`config.mk`:
```
export PLATFORM = sky130hd
export DESIGN_NAME = spi_master_cfg
export DESIGN_NICKNAME = d
export VERILOG_FILES = /design/src/rtl/spi_pkg.sv /design/src/rtl/spi_tick_gen.sv /design/src/rtl/spi_master_cfg.sv
export SDC_FILE = /design/constraint.sdc
export NUM_CORES = 1
export LEC_CHECK = 0
export ABC_CLOCK_PERIOD_IN_PS = 2300
export BUFFER_PORTS_ARGS = -buffer_cell sky130_fd_sc_hd__buf_4
export CAP_MARGIN = 20
export CORE_ASPECT_RATIO = 1.25
export CORE_MARGIN = 2
export CORE_UTILIZATION = 40
export DETAILED_ROUTE_END_ITERATION = 6
export HOLD_SLACK_MARGIN = 0.03
export MAX_ROUTING_LAYER = met4
export PLACE_DENSITY = 0.72
export SYNTH_ARGS = -nofsm -noshare
export SYNTH_HDL_FRONTEND = slang
export SYNTH_HIERARCHICAL = 1
export SYNTH_SLANG_ARGS = --single-unit
```
`constraint.sdc`:
```
create_clock -name clk -period 2.3 [get_ports clk]
set_clock_uncertainty 0.05 [all_clocks]
set_input_delay 0.23 -clock clk [delete_from_list [all_inputs] [get_ports clk]]
set_output_delay 0.23 -clock clk [all_outputs]
set_load 0.05 [all_outputs]
```
`src/rtl/spi_pkg.sv`:
```
// Shared encodings and defaults for the configurable SPI master.
package spi_pkg;

  typedef enum logic [2:0] {
    IDLE  = 3'd0,
    SETUP = 3'd1,
    SHIFT = 3'd2,
    HOLD  = 3'd3,
    DONE  = 3'd4
  } spi_state_t;

  // SPI modes as {cpol, cpha}
  localparam logic [1:0] MODE0 = 2'b00;
  localparam logic [1:0] MODE1 = 2'b01;
  localparam logic [1:0] MODE2 = 2'b10;
  localparam logic [1:0] MODE3 = 2'b11;

  localparam int DEFAULT_DATA_W  = 8;
  localparam int DEFAULT_CLK_DIV = 3;

  function automatic logic mode_cpol(input logic [1:0] mode);
    return mode[1];
  endfunction

  function automatic logic mode_cpha(input logic [1:0] mode);
    return mode[0];
  endfunction

endpackage

```
`src/rtl/spi_tick_gen.sv`:
```
// Half-period timer: tick is high combinationally in the last cycle of each CLK_DIV-cycle window.
// No backpressure; clear restarts the window, enable low freezes the count.
module spi_tick_gen
  import spi_pkg::*;
#(
  parameter int CLK_DIV = DEFAULT_CLK_DIV
) (
  input  logic clk,
  input  logic rst,
  input  logic clear,
  input  logic enable,
  output logic tick
);

  localparam int CW = (CLK_DIV > 1) ? $clog2(CLK_DIV) : 1;
  localparam logic [CW-1:0] LAST = CW'(CLK_DIV - 1);

  logic [CW-1:0] cnt;

  assign tick = enable && (cnt == LAST);

  always_ff @(posedge clk or negedge rst) begin
    if (!rst) begin
      cnt <= '0;
    end else if (clear || tick) begin
      cnt <= '0;
    end else if (enable) begin
      cnt <= cnt + CW'(1);
    end
  end

endmodule

```
`src/rtl/spi_master_cfg.sv`:
```
// Full-duplex SPI master; rx_valid pulses CLK_DIV*(2*DATA_W+2) cycles after start is taken.
// start is only accepted in IDLE (never queued); optional LSB-first mode under SPI_MASTER_LSB_FIRST_EN.
module spi_master_cfg
  import spi_pkg::*;
#(
  parameter int DATA_W  = DEFAULT_DATA_W,
  parameter int CLK_DIV = DEFAULT_CLK_DIV
) (
  input  logic              clk,
  input  logic              rst,
  input  logic              start,
  input  logic              cpol,
  input  logic              cpha,
  input  logic [DATA_W-1:0] data_tx,
`ifdef SPI_MASTER_LSB_FIRST_EN
  input  logic              lsb_first,
`endif
  input  logic              miso,
  output logic              mosi,
  output logic              sck,
  output logic              ss_n,
  output logic              busy,
  output logic [DATA_W-1:0] data_rx,
  output logic              rx_valid
);

  localparam int EW = $clog2(2 * DATA_W);
  localparam logic [EW-1:0] LAST_EDGE = EW'(2 * DATA_W - 1);

  spi_state_t        state, state_nxt;
  logic [DATA_W-1:0] tx_sh, tx_nxt;
  logic [DATA_W-1:0] rx_sh, rx_nxt;
  logic [EW-1:0]     edge_cnt, edge_nxt;
  logic              cpol_l, cpol_nxt;
  logic              cpha_l, cpha_nxt;
  logic              lsb_l, lsb_nxt;
  logic              lsb_in;
  logic              mosi_r, mosi_nxt;
  logic              sck_r, sck_nxt;
  logic              ss_n_r, ss_n_nxt;
  logic              busy_r, busy_nxt;
  logic              rxv_r, rxv_nxt;
  logic [DATA_W-1:0] drx_r, drx_nxt;
  logic              tick, tick_clear, tick_en;
  logic              leading, sample;

`ifdef SPI_MASTER_LSB_FIRST_EN
  assign lsb_in = lsb_first;
`else
  assign lsb_in = 1'b0;
`endif

  assign tick_en    = (state == SETUP) || (state == SHIFT) || (state == HOLD);
  assign tick_clear = (state_nxt != state);

  spi_tick_gen #(.CLK_DIV(CLK_DIV)) u_tick (
    .clk    (clk),
    .rst    (rst),
    .clear  (tick_clear),
    .enable (tick_en),
    .tick   (tick)
  );

  // Even edge index is the first toggle of a bit; cpha picks which of the pair samples.
  assign leading = ~edge_cnt[0];
  assign sample  = leading ^ cpha_l;

  always_comb begin
    state_nxt = state;
    tx_nxt    = tx_sh;
    rx_nxt    = rx_sh;
    edge_nxt  = edge_cnt;
    cpol_nxt  = cpol_l;
    cpha_nxt  = cpha_l;
    lsb_nxt   = lsb_l;
    mosi_nxt  = mosi_r;
    sck_nxt   = sck_r;
    ss_n_nxt  = ss_n_r;
    busy_nxt  = busy_r;
    rxv_nxt   = 1'b0;
    drx_nxt   = drx_r;

    case (state)
      IDLE: begin
        ss_n_nxt = 1'b1;
        sck_nxt  = cpol;
        busy_nxt = 1'b0;
        if (start) begin
          state_nxt = SETUP;
          cpol_nxt  = cpol;
          cpha_nxt  = cpha;
          lsb_nxt   = lsb_in;
          busy_nxt  = 1'b1;
          ss_n_nxt  = 1'b0;
          edge_nxt  = '0;
          rx_nxt    = '0;
          tx_nxt    = data_tx;
          if (!cpha) begin
            mosi_nxt = lsb_in ? data_tx[0] : data_tx[DATA_W-1];
            tx_nxt   = lsb_in ? (data_tx >> 1) : (data_tx << 1);
          end
        end
      end

      SETUP: begin
        if (tick) state_nxt = SHIFT;
      end

      SHIFT: begin
        if (tick) begin
          sck_nxt  = ~sck_r;
          edge_nxt = edge_cnt + EW'(1);
          if (sample) begin
            rx_nxt = lsb_l ? {miso, rx_sh[DATA_W-1:1]} : {rx_sh[DATA_W-2:0], miso};
          end else if (edge_cnt != LAST_EDGE) begin
            mosi_nxt = lsb_l ? tx_sh[0] : tx_sh[DATA_W-1];
            tx_nxt   = lsb_l ? (tx_sh >> 1) : (tx_sh << 1);
          end
          if (edge_cnt == LAST_EDGE) state_nxt = HOLD;
        end
      end

      HOLD: begin
        if (tick) begin
          state_nxt = DONE;
          rxv_nxt   = 1'b1;
          drx_nxt   = rx_sh;
          ss_n_nxt  = 1'b1;
          mosi_nxt  = 1'b0;
        end
      end

      DONE: begin
        state_nxt = IDLE;
        busy_nxt  = 1'b0;
      end

      default: state_nxt = IDLE;
    endcase
  end

  always_ff @(posedge clk or negedge rst) begin
    if (!rst) begin
      state    <= IDLE;
      tx_sh    <= '0;
      rx_sh    <= '0;
      edge_cnt <= '0;
      cpol_l   <= 1'b0;
      cpha_l   <= 1'b0;
      lsb_l    <= 1'b0;
      mosi_r   <= 1'b0;
      sck_r    <= 1'b0;
      ss_n_r   <= 1'b1;
      busy_r   <= 1'b0;
      rxv_r    <= 1'b0;
      drx_r    <= '0;
    end else begin
      state    <= state_nxt;
      tx_sh    <= tx_nxt;
      rx_sh    <= rx_nxt;
      edge_cnt <= edge_nxt;
      cpol_l   <= cpol_nxt;
      cpha_l   <= cpha_nxt;
      lsb_l    <= lsb_nxt;
      mosi_r   <= mosi_nxt;
      sck_r    <= sck_nxt;
      ss_n_r   <= ss_n_nxt;
      busy_r   <= busy_nxt;
      rxv_r    <= rxv_nxt;
      drx_r    <= drx_nxt;
    end
  end

  assign mosi     = mosi_r;
  assign sck      = sck_r;
  assign ss_n     = ss_n_r;
  assign busy     = busy_r;
  assign rx_valid = rxv_r;
  assign data_rx  = drx_r;

endmodule

```
==> flow_summary_export.csv <==
group,metric,value,unit
place,postPlaceCellArea,2150,sq um
cts,post_cts_buffers,0,
timing,drv_slew,0,
drt,drcViolationCount,0,
yosys,ys_async_sr_fraction,100,%
yosys,synth-edff-count,0,
grt,grt_pass1_vias,1368,
drt,drtIter0Drc,44,
outcome,run_status,"finished, final reports clean",
power,leakagePower,1.11,nW
timing,timing.setup.tns,0,ns
timing,fin_crit,2.08,ns
cts,cts.path.max_buffers,2,
yosys,netlist_area,1910,sq um
grt,overflow,0,
worst_setup_path,crit_type,"register to register",
layout,nets,244,
worst_setup_path,cp_slowest_cell,"dfrtp_1",
worst_setup_path,required,2.43,ns
grt,busiest_layer,"met2",
timing,tightest_slew,0.551,ns
layout,syn_to_final_growth,18.3,%
layout,stdcell_area,2260,sq um
yosys,synth_ff_type,"dfrtp_1",
floorplan,row_count,28,
worst_setup_path,crit_chain,"nor2_1, and2_2, mux2_2, and2_2, nand3b_4, mux2_2",
floorplan,dieArea,5360,sq um
drt,post_drt_wl_per_cell,12.3,um
cts,h-tree-depth,2,
timing,finalHoldViolCount,0,
power,p_total,2.84,mW
power,ir_drop,0.701,mV
layout,final_layout_size_suffix_gt1_share,24.6,%
timing,fin_ws,0.217,ns
worst_setup_path,cpPeakStageDelay,0.49,ns
timing,rsz0062_at_grt,"false",
cts,clkTransAtPathRegs,0.07,ns
cts,clock_latency,0.30,ns
yosys,ys_types,38,
worst_setup_path,worst-path-max-fanout,10,
worst_setup_path,endpoint_kind,"register",
drt,via_count,1429,
layout,diodes,0,
grt,grt.met1_usage,18.0,%
timing,fin_crit_sh,90.5,%
yosys,synth_fp_nets,215,
drt,wirelength,3.54,mm
drt,first_pass_iters,4,
cts,cts_sinks,39,
floorplan,core_region_area,4660,sq um
cts,ctsResizeCount,0,
yosys,yosys_warnings,6,
grt,grt_max_degree,40,
floorplan,die_w,65.9,um
place,numPortBuffers,26,
cts,hold_buffers,1,
cts,cts_tree,"built",
place,pre_cts_slack,0.214,ns
timing,relSlewSlack,62.3,%
yosys,yosysSeqAreaShare,51.0,%
yosys,ys_ff_latch,39,
grt,grt_pass1_wl,6.08,mm
drt,vias_per_cell,4.96,
floorplan,start_util,41.1,%
yosys,syn_inst,199,
place,gp_congestion,0.830,
cts,cts_buffers,5,
min_path,min_path_type,"primary input to register",
drt,ant_nets,0,
layout,fill_cells,473,
yosys,syn_avg_cell_area,9.62,sq um
power,p_per_area,1250,nW/um^2
run,cap_viol_max_count,0,
worst_setup_path,critPathLaunchType,"register",
grt,grt_use_total,15.4,%
worst_setup_path,crit_arrival,2.22,ns
cts,root_buffer,"clkbuf_8",
timing,setup_violations,0,
floorplan,ios,27,
layout,seq_area,977,sq um
layout,multiInputGateArea,837,sq um
place,dp_hpwl,2.55,mm
timing,max_freq,480,MHz
floorplan,die_h,81.3,um
grt,grt.met2_usage,24.9,%
grt,globalRouteMet3Util,3.32,%
grt,antenna_found_initial,0,
## final timing paths
| path | depth (start not counted) | from | slack (ns) | to |
|---|---|---|---|---|
| min | 2 | start | 0.12 | edge_cnt[3]$_DFFE_PN0P_ |
| max | 6 | state[2]$_DFF_PN0_ | 0.22 | tx_sh[3]$_DFFE_PN0P_ |
| max in group asynchronous | 2 | rst | 1.45 | ss_n$_DFFE_PN1P_ |
| min reg2reg | 2 | data_rx[4]$_DFFE_PN0P_ | 0.43 | data_rx[4]$_DFFE_PN0P_ |
| min in group asynchronous | 2 | rst | 0.38 | data_rx[1]$_DFFE_PN0P_ |
| max reg2reg | 6 | state[2]$_DFF_PN0_ | 0.22 | tx_sh[3]$_DFFE_PN0P_ |
## cells by family (layout without fill, tap and decap cells)
| group | count (synthesis) | after routing | synth area share (%) |
|---|---|---|---|
| AOI/OAI and AO/OA | 34 | 34 | 9.94 |
| xor gates and xnor gates | 3 | 3 | 1.37 |
| adders and majority gates | 2 | 2 | 1.31 |
| buffers and inverters | 18 | 47 | 5.23 |
| DFF | 39 | 39 | 51.0 |
| muxes | 18 | 18 | 9.94 |
| and+or+nand+nor | 85 | 85 | 21.2 |
## flip-flops by register name (all words and copies together) (netlist names)
signal      flops
edge_cnt        4
cpha_l          1
sck             1
data_rx         8
rx_valid        1
u_tick/cnt      2
rx_sh           8
busy            1
ss_n            1
state           3
mosi            1
tx_sh           8
## metal layers
layer  share of wire [%]  wire, um
met5                   0         0
met4                 2.8       100
met3                 3.8       134
met2                  49      1740
met1                  44      1570
## cell usage in the layout (no fill, tap or decap), types with 2 or more instances in the layout
cell type	netlist	final
nand2_1	49	49
dfrtp_1	38	38
buf_4	0	30
o21ai_0	18	18
nor2_1	13	13
a21oi_1	10	10
mux2i_1	10	10
inv_1	8	8
mux2_2	8	8
clkbuf_8	0	5
nand2b_1	3	3
nor2_2	3	3
nand3_1	3	3
or2_2	2	2
xnor2_1	2	2
and2_2	2	2
ha_1	2	2
## cell usage after synthesis, drive strengths merged, types with 2 or more instances
cell type,number,area [sq um]
a21oi,10,50.1
nand3,3,15.0
mux2,8,90.1
and2,2,15.0
and3,2,13.8
nand3b,2,27.5
buf,8,62.6
xnor2,2,17.5
nor2,16,67.6
nand2,49,184
or3b,2,20.0
dfrtp,38,951
or2,2,12.5
o21ai,18,90.1
ha,2,25.0
nand2b,3,18.8
inv,8,30.0
mux2i,10,100
## metrics by stage
stage	hold WS [ns]	instances	util, %
after floorplan	-0.116	199	-
after global placement	0.178	280	46.1
after detailed placement	0.185	280	46.1
after CTS	0.105	288	48.6
after global routing	0.116	288	48.6
final	0.116	288	48.6
## power by group
| part | internal [mW] | switching [mW] |
|---|---|---|
| registers | 0.908 | 0.131 |
| clock network | 0.317 | 0.234 |
| logic | 0.476 | 0.773 |
| total | 1.70 | 1.14 |
## final cells by class
| type | count | area share, % |
|---|---|---|
| inverter | 9 | 1.49 |
| clock inverter | 2 | 1.66 |
| tap | 60 | 3.31 |
| clock buffer | 5 | 3.04 |
| sequential | 39 | 43.1 |
| timing repair buffer | 31 | 10.4 |
| multi-input combinational | 142 | 37.0 |
## critical path, delay by kind of cell (launching register included)
| kind | cells | cell delay, ns |
|---|---|---|
| simple gates | 4 | 0.79 |
| flops | 1 | 0.49 |
| mux | 2 | 0.65 |
Note: power is estimated with default switching activity, not from simulation.
